`config.mk`:
```
export PLATFORM = sky130hd
export DESIGN_NAME = irq_ctrl
export DESIGN_NICKNAME = d
export VERILOG_FILES = /design/src/rtl/irq_ctrl.sv
export SDC_FILE = /design/constraint.sdc
export NUM_CORES = 1
export LEC_CHECK = 0
export CORE_ASPECT_RATIO = 1.25
export CORE_MARGIN = 4
export CORE_UTILIZATION = 54
export CTS_CLUSTER_DIAMETER = 50
export CTS_CLUSTER_SIZE = 12
export DETAILED_ROUTE_END_ITERATION = 7
export HOLD_SLACK_MARGIN = 0.15
export PLACE_DENSITY = 0.79
export SLEW_MARGIN = 40
export SYNTH_ARGS = -nofsm -noshare
export SYNTH_HDL_FRONTEND = slang
export SYNTH_SLANG_ARGS = --single-unit
```
`constraint.sdc`:
```
create_clock -name clk -period 1.4 [get_ports clk]
set_input_delay 0.14 -clock clk [delete_from_list [all_inputs] [get_ports clk]]
set_output_delay 0.14 -clock clk [all_outputs]
set_load 0.03 [all_outputs]
```
`src/rtl/irq_ctrl.sv`:
```
// Interrupt controller on the 5-bit CSR bus: per-source edge/level, polarity, enable and sticky pending.
// Optional build macro IRQ_CTRL_SYNC_EN adds a 2-flop synchroniser on every src bit.
module irq_ctrl #(
    parameter logic [4:0]  BASE_ADDR   = 5'h00,
    parameter int          NUM_SOURCES = 8,
    parameter logic [15:0] DFL_MODE    = 16'hffff,
    parameter logic [15:0] DFL_POL     = 16'hffff
) (
    input  logic                   clk,
    input  logic                   rst_n,
    input  logic [4:0]             csr_a,
    input  logic [7:0]             csr_di,
    input  logic                   csr_we,
    output logic [7:0]             csr_do,
    input  logic [NUM_SOURCES-1:0] src,
    output logic                   irq_out
);

    localparam int          NUM_BANKS = (NUM_SOURCES + 7) / 8;
    localparam logic [5:0]  SPAN      = 6'(4 * NUM_BANKS);
    localparam logic [16:0] ONE_SH    = 17'h1 << NUM_SOURCES;
    // Implemented-source mask; wraps to 16'hffff when all 16 sources exist.
    localparam logic [15:0] VALID     = ONE_SH[15:0] - 16'h1;

    logic [15:0] pending_q, pending_d;
    logic [15:0] enable_q,  enable_d;
    logic [15:0] mode_q,    mode_d;
    logic [15:0] pol_q,     pol_d;
    logic [15:0] prev_q,    prev_d;
    logic        armed_q,   armed_d;
    logic        irq_out_q, irq_out_d;

    logic [15:0] src_ext;
    logic [15:0] s;
    logic [5:0]  off;
    logic        sel;
    logic        bank;
    logic [1:0]  kind;
    logic [15:0] wvec;
    logic [15:0] bmask;
    logic [15:0] rd_vec;
    logic [15:0] edge_v;
    logic [15:0] clr;
    logic [15:0] edge_pend;
    logic [15:0] level_pend;

    always_comb begin
        src_ext = '0;
        src_ext[NUM_SOURCES-1:0] = src;
    end

`ifdef IRQ_CTRL_SYNC_EN
    logic [15:0] sync1_q, sync1_d;
    logic [15:0] sync2_q, sync2_d;

    always_comb begin
        sync1_d = src_ext & VALID;
        sync2_d = sync1_q;
    end

    always_ff @(posedge clk or negedge rst_n) begin
        if (!rst_n) begin
            sync1_q <= '0;
            sync2_q <= '0;
        end else begin
            sync1_q <= sync1_d;
            sync2_q <= sync2_d;
        end
    end

    assign s = sync2_q;
`else
    assign s = src_ext & VALID;
`endif

    // Address decode; offset is computed one bit wider so addresses below BASE_ADDR cannot alias.
    always_comb begin
        off   = {1'b0, csr_a} - {1'b0, BASE_ADDR};
        sel   = (csr_a >= BASE_ADDR) && (off < SPAN);
        bank  = off[2];
        kind  = off[1:0];
        wvec  = bank ? {csr_di, 8'h00} : {8'h00, csr_di};
        bmask = bank ? 16'hff00 : 16'h00ff;
    end

    always_comb begin
        rd_vec = '0;
        case (kind)
            2'd0:    rd_vec = pending_q;
            2'd1:    rd_vec = enable_q;
            2'd2:    rd_vec = mode_q;
            default: rd_vec = pol_q;
        endcase
        csr_do = 8'h00;
        if (sel) begin
            csr_do = bank ? rd_vec[15:8] : rd_vec[7:0];
        end
    end

    // prev holds the raw sample, so a POL change alone never looks like an edge.
    always_comb begin
        edge_v     = armed_q ? ((pol_q & s & ~prev_q) | (~pol_q & ~s & prev_q)) : '0;
        clr        = (csr_we && sel && kind == 2'd0) ? wvec : '0;
        edge_pend  = edge_v | (pending_q & ~clr);
        level_pend = ~(s ^ pol_q);
        pending_d  = ((mode_q & edge_pend) | (~mode_q & level_pend)) & VALID;

        enable_d = enable_q;
        mode_d   = mode_q;
        pol_d    = pol_q;
        if (csr_we && sel) begin
            case (kind)
                2'd1:    enable_d = ((enable_q & ~bmask) | wvec) & VALID;
                2'd2:    mode_d   = ((mode_q   & ~bmask) | wvec) & VALID;
                2'd3:    pol_d    = ((pol_q    & ~bmask) | wvec) & VALID;
                default: ;
            endcase
        end

        prev_d    = s;
        armed_d   = 1'b1;
        irq_out_d = |(pending_q & enable_q);
    end

    always_ff @(posedge clk or negedge rst_n) begin
        if (!rst_n) begin
            pending_q <= '0;
            enable_q  <= '0;
            mode_q    <= DFL_MODE & VALID;
            pol_q     <= DFL_POL & VALID;
            prev_q    <= '0;
            armed_q   <= 1'b0;
            irq_out_q <= 1'b0;
        end else begin
            pending_q <= pending_d;
            enable_q  <= enable_d;
            mode_q    <= mode_d;
            pol_q     <= pol_d;
            prev_q    <= prev_d;
            armed_q   <= armed_d;
            irq_out_q <= irq_out_d;
        end
    end

    assign irq_out = irq_out_q;

endmodule
```
==> results.txt, run 1 <==
First-pass DRT Iterations: 7
Post-DP Area: 3000 µm²
Crit Path Class: reg2out
Placement Rows: 26
Setup crit start kind: register
Synth Warn #: 0
starting density of the core: 55.8%
Static Leak: 0.00158 µW
I/O pins: 33
Slowest cell on crit path: mux4_2
1st-iter DRT viols: 139
fmax: 0.618 GHz
Core ar.: 4070 µm²
ANT nets after route: 0
wire per inst: 23.1 µm
Reg2Reg Capture Point: pending_q[0]$_DFF_PN0_
Worst EP required: 1.26 ns
clk_lat worst skew: 0.28 ns
failing checks: negative setup slack
Mapped Cells: 172
first-pass GRT wire length: 10400 µm
Critical Path Start: pending_q[4]$_DFF_PN0_
Largest delay share family, worst path: multiplexers
Cell Area, Synth: 2270 µm²
most frequent cells in the layout: buf_4, dfrtp_1, mux2_2
Final Max Tran Viols: 0
fill count: 178
chip width: 66 µm
Crit. End Element: output pin
post-synthesis sequential area ratio: 47.2%
Max Cap Violations: 0
Post-Syn Nets: 212
WP buf/inv: 1
HPWL Detailed: 4250 µm
diodes inserted: 0
Area Overhead vs Synth: 54.2%
routability cong.: 0.882
Setup TNS: -2.22 ns
unrepaired setup endpoints after global routing: true
Worst R2R Path Depth: 6
die area: 5310 µm²
Setup Skew: 0.00427 ns
Rel. slew slack: 65.2%
largest net degree at the start of global routing: 23
Buffers on Ports: 32
GRT Total Usage: 26.3%
max incr delay on CP: 0.50 ns
prevailing post-synth register cell: dfrtp_1
Worst Setup EP: csr_do[4]
initial antenna violation count: 0
CTS root buf: clkbuf_8
fin area: 3500 µm²
drc violations: 0
number of synthesized register bits: 42
EDFF count, synth: 0
vias per std cell: 6.07
async set or reset register ratio after synthesis: 100%
count of cell types in the netlist: 24
Crit. path cell count: 3
FF-to-FF setup slack: -0.08 ns
CTS tree: built
fin util: 86.1%
worst-path cell chain: mux4_2 -> nor2b_4 -> buf_6
number of CTS-inserted buffers: 5
HP Class: in2async
vias in the first global route: 2136
fin crit period: 1.62 ns
Post-Route WL: 7700 µm
post-route setup slack: -0.218 ns
most common cell after layout, fill and taps aside: buf_4
NumNets Final: 317
Synth Area per Inst: 13.2 µm²
total number of vias: 2028
register clock-pin slew on the reported worst setup and hold paths: 0.09 ns
Max VDD drop: 1.08 mV
H-tree Lvls: 2
global route overflow: 0
Setup-failing EPs final: 30
Slew @ Worst Pin: 0.522 ns
status: finished with violations
Final Hold Viols: 0
Clock Path Buffers: 2
worst-path fanout max: 2
Critical Path AT: 1.48 ns
CTS Sinks: 42
share of layout cells above drive strength 1: 63.3%
power per cell area: 1230 nW/µm²
chip height: 80.5 µm
Final period util: 116%
Tot Pwr: 4310 µW
## how the worst min path moves through the flow
stage / cells past startpoint / start / to
floorplan: 0 / rst_n / async pin
global placement: 1 / rst_n / pending_q[4]$_DFF_PN0_
detailed placement: 1 / rst_n / prev_q[6]$_DFF_PN0_
CTS: 1 / src[6] / prev_q[6]$_DFF_PN0_
global route: 1 / src[6] / prev_q[6]$_DFF_PN0_
finish: 2 / rst_n / prev_q[6]$_DFF_PN0_
## cell type report
| class | instances | area (µm²) | area share [%] |
|---|---|---|---|
| clock inverter | 1 | 5.00 | 0.143 |
| tap | 56 | 70.1 | 2.00 |
| clock buffer | 7 | 86.3 | 2.47 |
| inverter | 16 | 75.1 | 2.14 |
| sequential | 42 | 1070 | 30.6 |
| multi-input combinational | 110 | 1280 | 36.5 |
| timing repair buffer | 102 | 916 | 26.2 |
## metal layers
| layer | track usage, % | up-vias | wire length [µm] |
|---|---|---|---|
| li1 | - | 843 | - |
| met1 | 27.8 | 1004 | 2620 |
| met2 | 49.1 | 141 | 4280 |
| met3 | 4.20 | 40 | 460 |
| met4 | 13.8 | 0 | 345 |
| met5 | 0 | - | 0 |
## cells by family after synthesis
group,count (synthesis),share of synthesized area (%)
simple gates,33,8.87
buf+inv,20,3.69
mux,40,24.7
flops,42,47.2
fa+ha+maj,16,8.82
other cells,1,0.165
compound gates,20,6.61
## power by group
group	total, µW	switching (µW)	leakage (µW)	internal, µW
combinational	1780	728	0.00105	1060
sequential	1710	182	0.000480	1520
clock	823	424	0.0000482	399
total	4310	1330	0.00158	2980
## cells in the mapped netlist (all sizes together), types with 2 or more instances
library cell	count	share of area (%)
dfrtp	26	29
mux2	24	12
dfstp	16	19
ha	16	8.8
inv	16	2.6
nand2	11	2.1
a31o	8	3.1
mux2i	8	3.5
mux4	8	9.3
nand3	8	1.8
nor2b	8	2.2
o22ai	8	2.2
a22oi	4	1.3
buf	2	0.72
clkbuf	2	0.33
## worst register-to-register path: stages, from the launching register on
cell and delay [ns]:
dfstp_2 0.55, buf_6 0.10, inv_4 0.03, ha_4 0.14
mux2i_2 0.17, o22ai_1 0.14, a31o_2 0.24
## what timing repair did
action | in CTS | in global routing
endpoints found under the hold margin | 12 | 0
buffers inserted | 12 | 9
pin swaps | 9 | 7
gates resized for setup | 87 | 42
hold buffers | 1 | 0
endpoints found under the setup margin | 33 | 22
## metrics by stage
stage,hold WS (ns),instances,setup slack (ns)
after floorplan,-0.156,172,0.0572
after global placement,0.126,304,-0.806
after detailed placement,0.144,304,-0.826
after CTS,0.348,325,-0.191
after global routing,0.343,334,-0.232
final,0.349,334,-0.218
No activity file was read; power rests on OpenSTA's default activity.
==> run 2: changes to the inputs <==
--- a/config.mk
+++ b/config.mk
@@ -11,6 +11,7 @@
 export CTS_CLUSTER_DIAMETER = 50
 export CTS_CLUSTER_SIZE = 12
 export DETAILED_ROUTE_END_ITERATION = 7
+export GPL_ROUTABILITY_DRIVEN = 0
 export HOLD_SLACK_MARGIN = 0.15
 export PLACE_DENSITY = 0.79
 export SLEW_MARGIN = 40
==> constraint.sdc (replaced) <==
create_clock -name clk -period 1.4 [get_ports clk]
set_input_delay 0.35 -clock clk [delete_from_list [all_inputs] [get_ports clk]]
set_output_delay 0.35 -clock clk [all_outputs]
set_load 0.03 [all_outputs]
==> run 2 against run 1 <==
Net effect: the run still ends with negative setup slack left; largest cell class unchanged; sequential power barely moved; non-clock buffer count fell by 4; hold slack got worse by 0.072 ns.
==> results.txt, run 2 (synthesis results as in run 1) <==
failing checks: negative setup slack
most common cell after layout, fill and taps aside: buf_4
CTS tree: built
unrepaired setup endpoints after global routing: true
register area: 1070 µm²
1st-iter DRT viols: 105
post-route setup slack: -0.416 ns
most frequent cells in the layout: buf_4, dfrtp_1, mux2_2
drc violations: 0
vias in the first global route: 2022
sw frac: 30.0%
max incr delay on CP: 0.48 ns
wire per inst: 21.9 µm
WP buf/inv: 1
worst-path fanout max: 2
clock share of power: 22.3%
Setup crit start kind: register
Area Overhead vs Synth: 54.3%
Setup Skew: 0.00736 ns
initial antenna violation count: 0
Core ar.: 4070 µm²
Multi-input gate area: 1260 µm²
I/O pins: 33
DP Worst Slack: -1.25 ns
Buffers on Ports: 32
first-pass GRT wire length: 10100 µm
number of CTS-inserted buffers: 5
starting density of the core: 55.8%
fill count: 194
Setup-failing EPs final: 12
HPWL Detailed: 4200 µm
GRT Total Usage: 26.6%
Tot Pwr: 4370 µW
Post-Route WL: 7210 µm
Reg power frac: 38.8%
Max VDD drop: 1.16 mV
H-tree Lvls: 2
ANT nets after route: 0
diodes inserted: 0
Crit. End Element: output pin
fin crit period: 1.82 ns
global route overflow: 0
share of layout cells above drive strength 1: 62.8%
chip height: 80.5 µm
combinational fraction of design power: 38.9%
NumNets Final: 313
Max Cap Violations: 0
Crit Path Class: reg2out
Critical Path AT: 1.47 ns
HP Class: in2reg
vias per std cell: 5.85
Static Leak: 0.00159 µW
Slowest cell on crit path: mux4_2
Final Hold Viols: 0
net switching power of the design: 1310 µW
Int Power: 3060 µW
Placement Rows: 26
First-pass DRT Iterations: 5
power per cell area: 1250 nW/µm²
clk_lat worst skew: 0.31 ns
Final Max Tran Viols: 0
Clock Path Buffers: 2
worst-path cell chain: mux4_2 -> nor2b_4 -> buf_6
Final period util: 130%
Worst EP required: 1.05 ns
CTS Sinks: 42
fmax: 0.551 GHz
Largest delay share family, worst path: multiplexers
status: finished with violations
die area: 5310 µm²
largest net degree at the start of global routing: 30
register clock-pin slew on the reported worst setup and hold paths: 0.08 ns
total number of vias: 1931
chip width: 66 µm
CTS root buf: clkbuf_8
Setup TNS: -3.34 ns
-- run 2: timing repair --
item,in CTS,in global routing
resized for setup,80,39
pin swaps,10,6
hold buffers,1,0
endpoints found under the hold margin,9,0
buffers inserted,7,9
gates cloned,1,0
setup endpoints to repair,41,25
-- run 2: power by group through the flow --
stage               Combinational [µW]  Sequential (µW)  Clock (µW)
global placement                  1250             1650           0
CTS                               1420             1660         972
floorplan                          612             1720           0
global route                      1790             1710        1030
finish                            1700             1690         974
detailed placement                1330             1680           0
-- run 2: per-stage QoR --
stage / util, % / area, µm² / std cells / hold WS (ns)
5_1_grt: 86.2 / 3500 / 330 / 0.286
3_3_place_gp: 75.1 / 3050 / 305 / 0.275
2_1_floorplan: - / 2320 / 172 / 0.0544
4_1_cts: 81.6 / 3320 / 322 / 0.508
6_report: 86.2 / 3500 / 330 / 0.277
3_5_place_dp: 75.1 / 3050 / 305 / 0.292
-- run 2: worst paths after layout --
kind / start / to / slack, ns / depth (start not counted)
min reg2reg: register / register / 0.63 / 2
min in group asynchronous: rst_n / prev_q[3]$_DFF_PN0_ / 0.50 / 2
min: src[4] / prev_q[4]$_DFF_PN0_ / 0.28 / 1
max reg2reg: register / pending_q[2]$_DFF_PN0_ / -0.08 / 6
max in group asynchronous: rst_n / async pin / 0.33 / 3
max: register / csr_do[7] / -0.42 / 3
-- run 2: routing by layer --
metal  global-route usage, %  up-vias  part of all wire [%]
met1                    28.8      988                    36
met2                    48.9      100                    55
met3                    5.03       19                   6.0
li1                        -      824                     -
met4                    12.6        0                   3.1
met5                       0        -                     0
-- run 2: final cells by class --
type / instances / area share [%]
flip-flops and latches: 42 / 30.6
multi-input cells: 110 / 35.9
inverters: 16 / 2.21
well taps: 56 / 2.00
repair buffers: 98 / 26.2
clock inverters: 3 / 1.14
clock buffers: 5 / 1.96
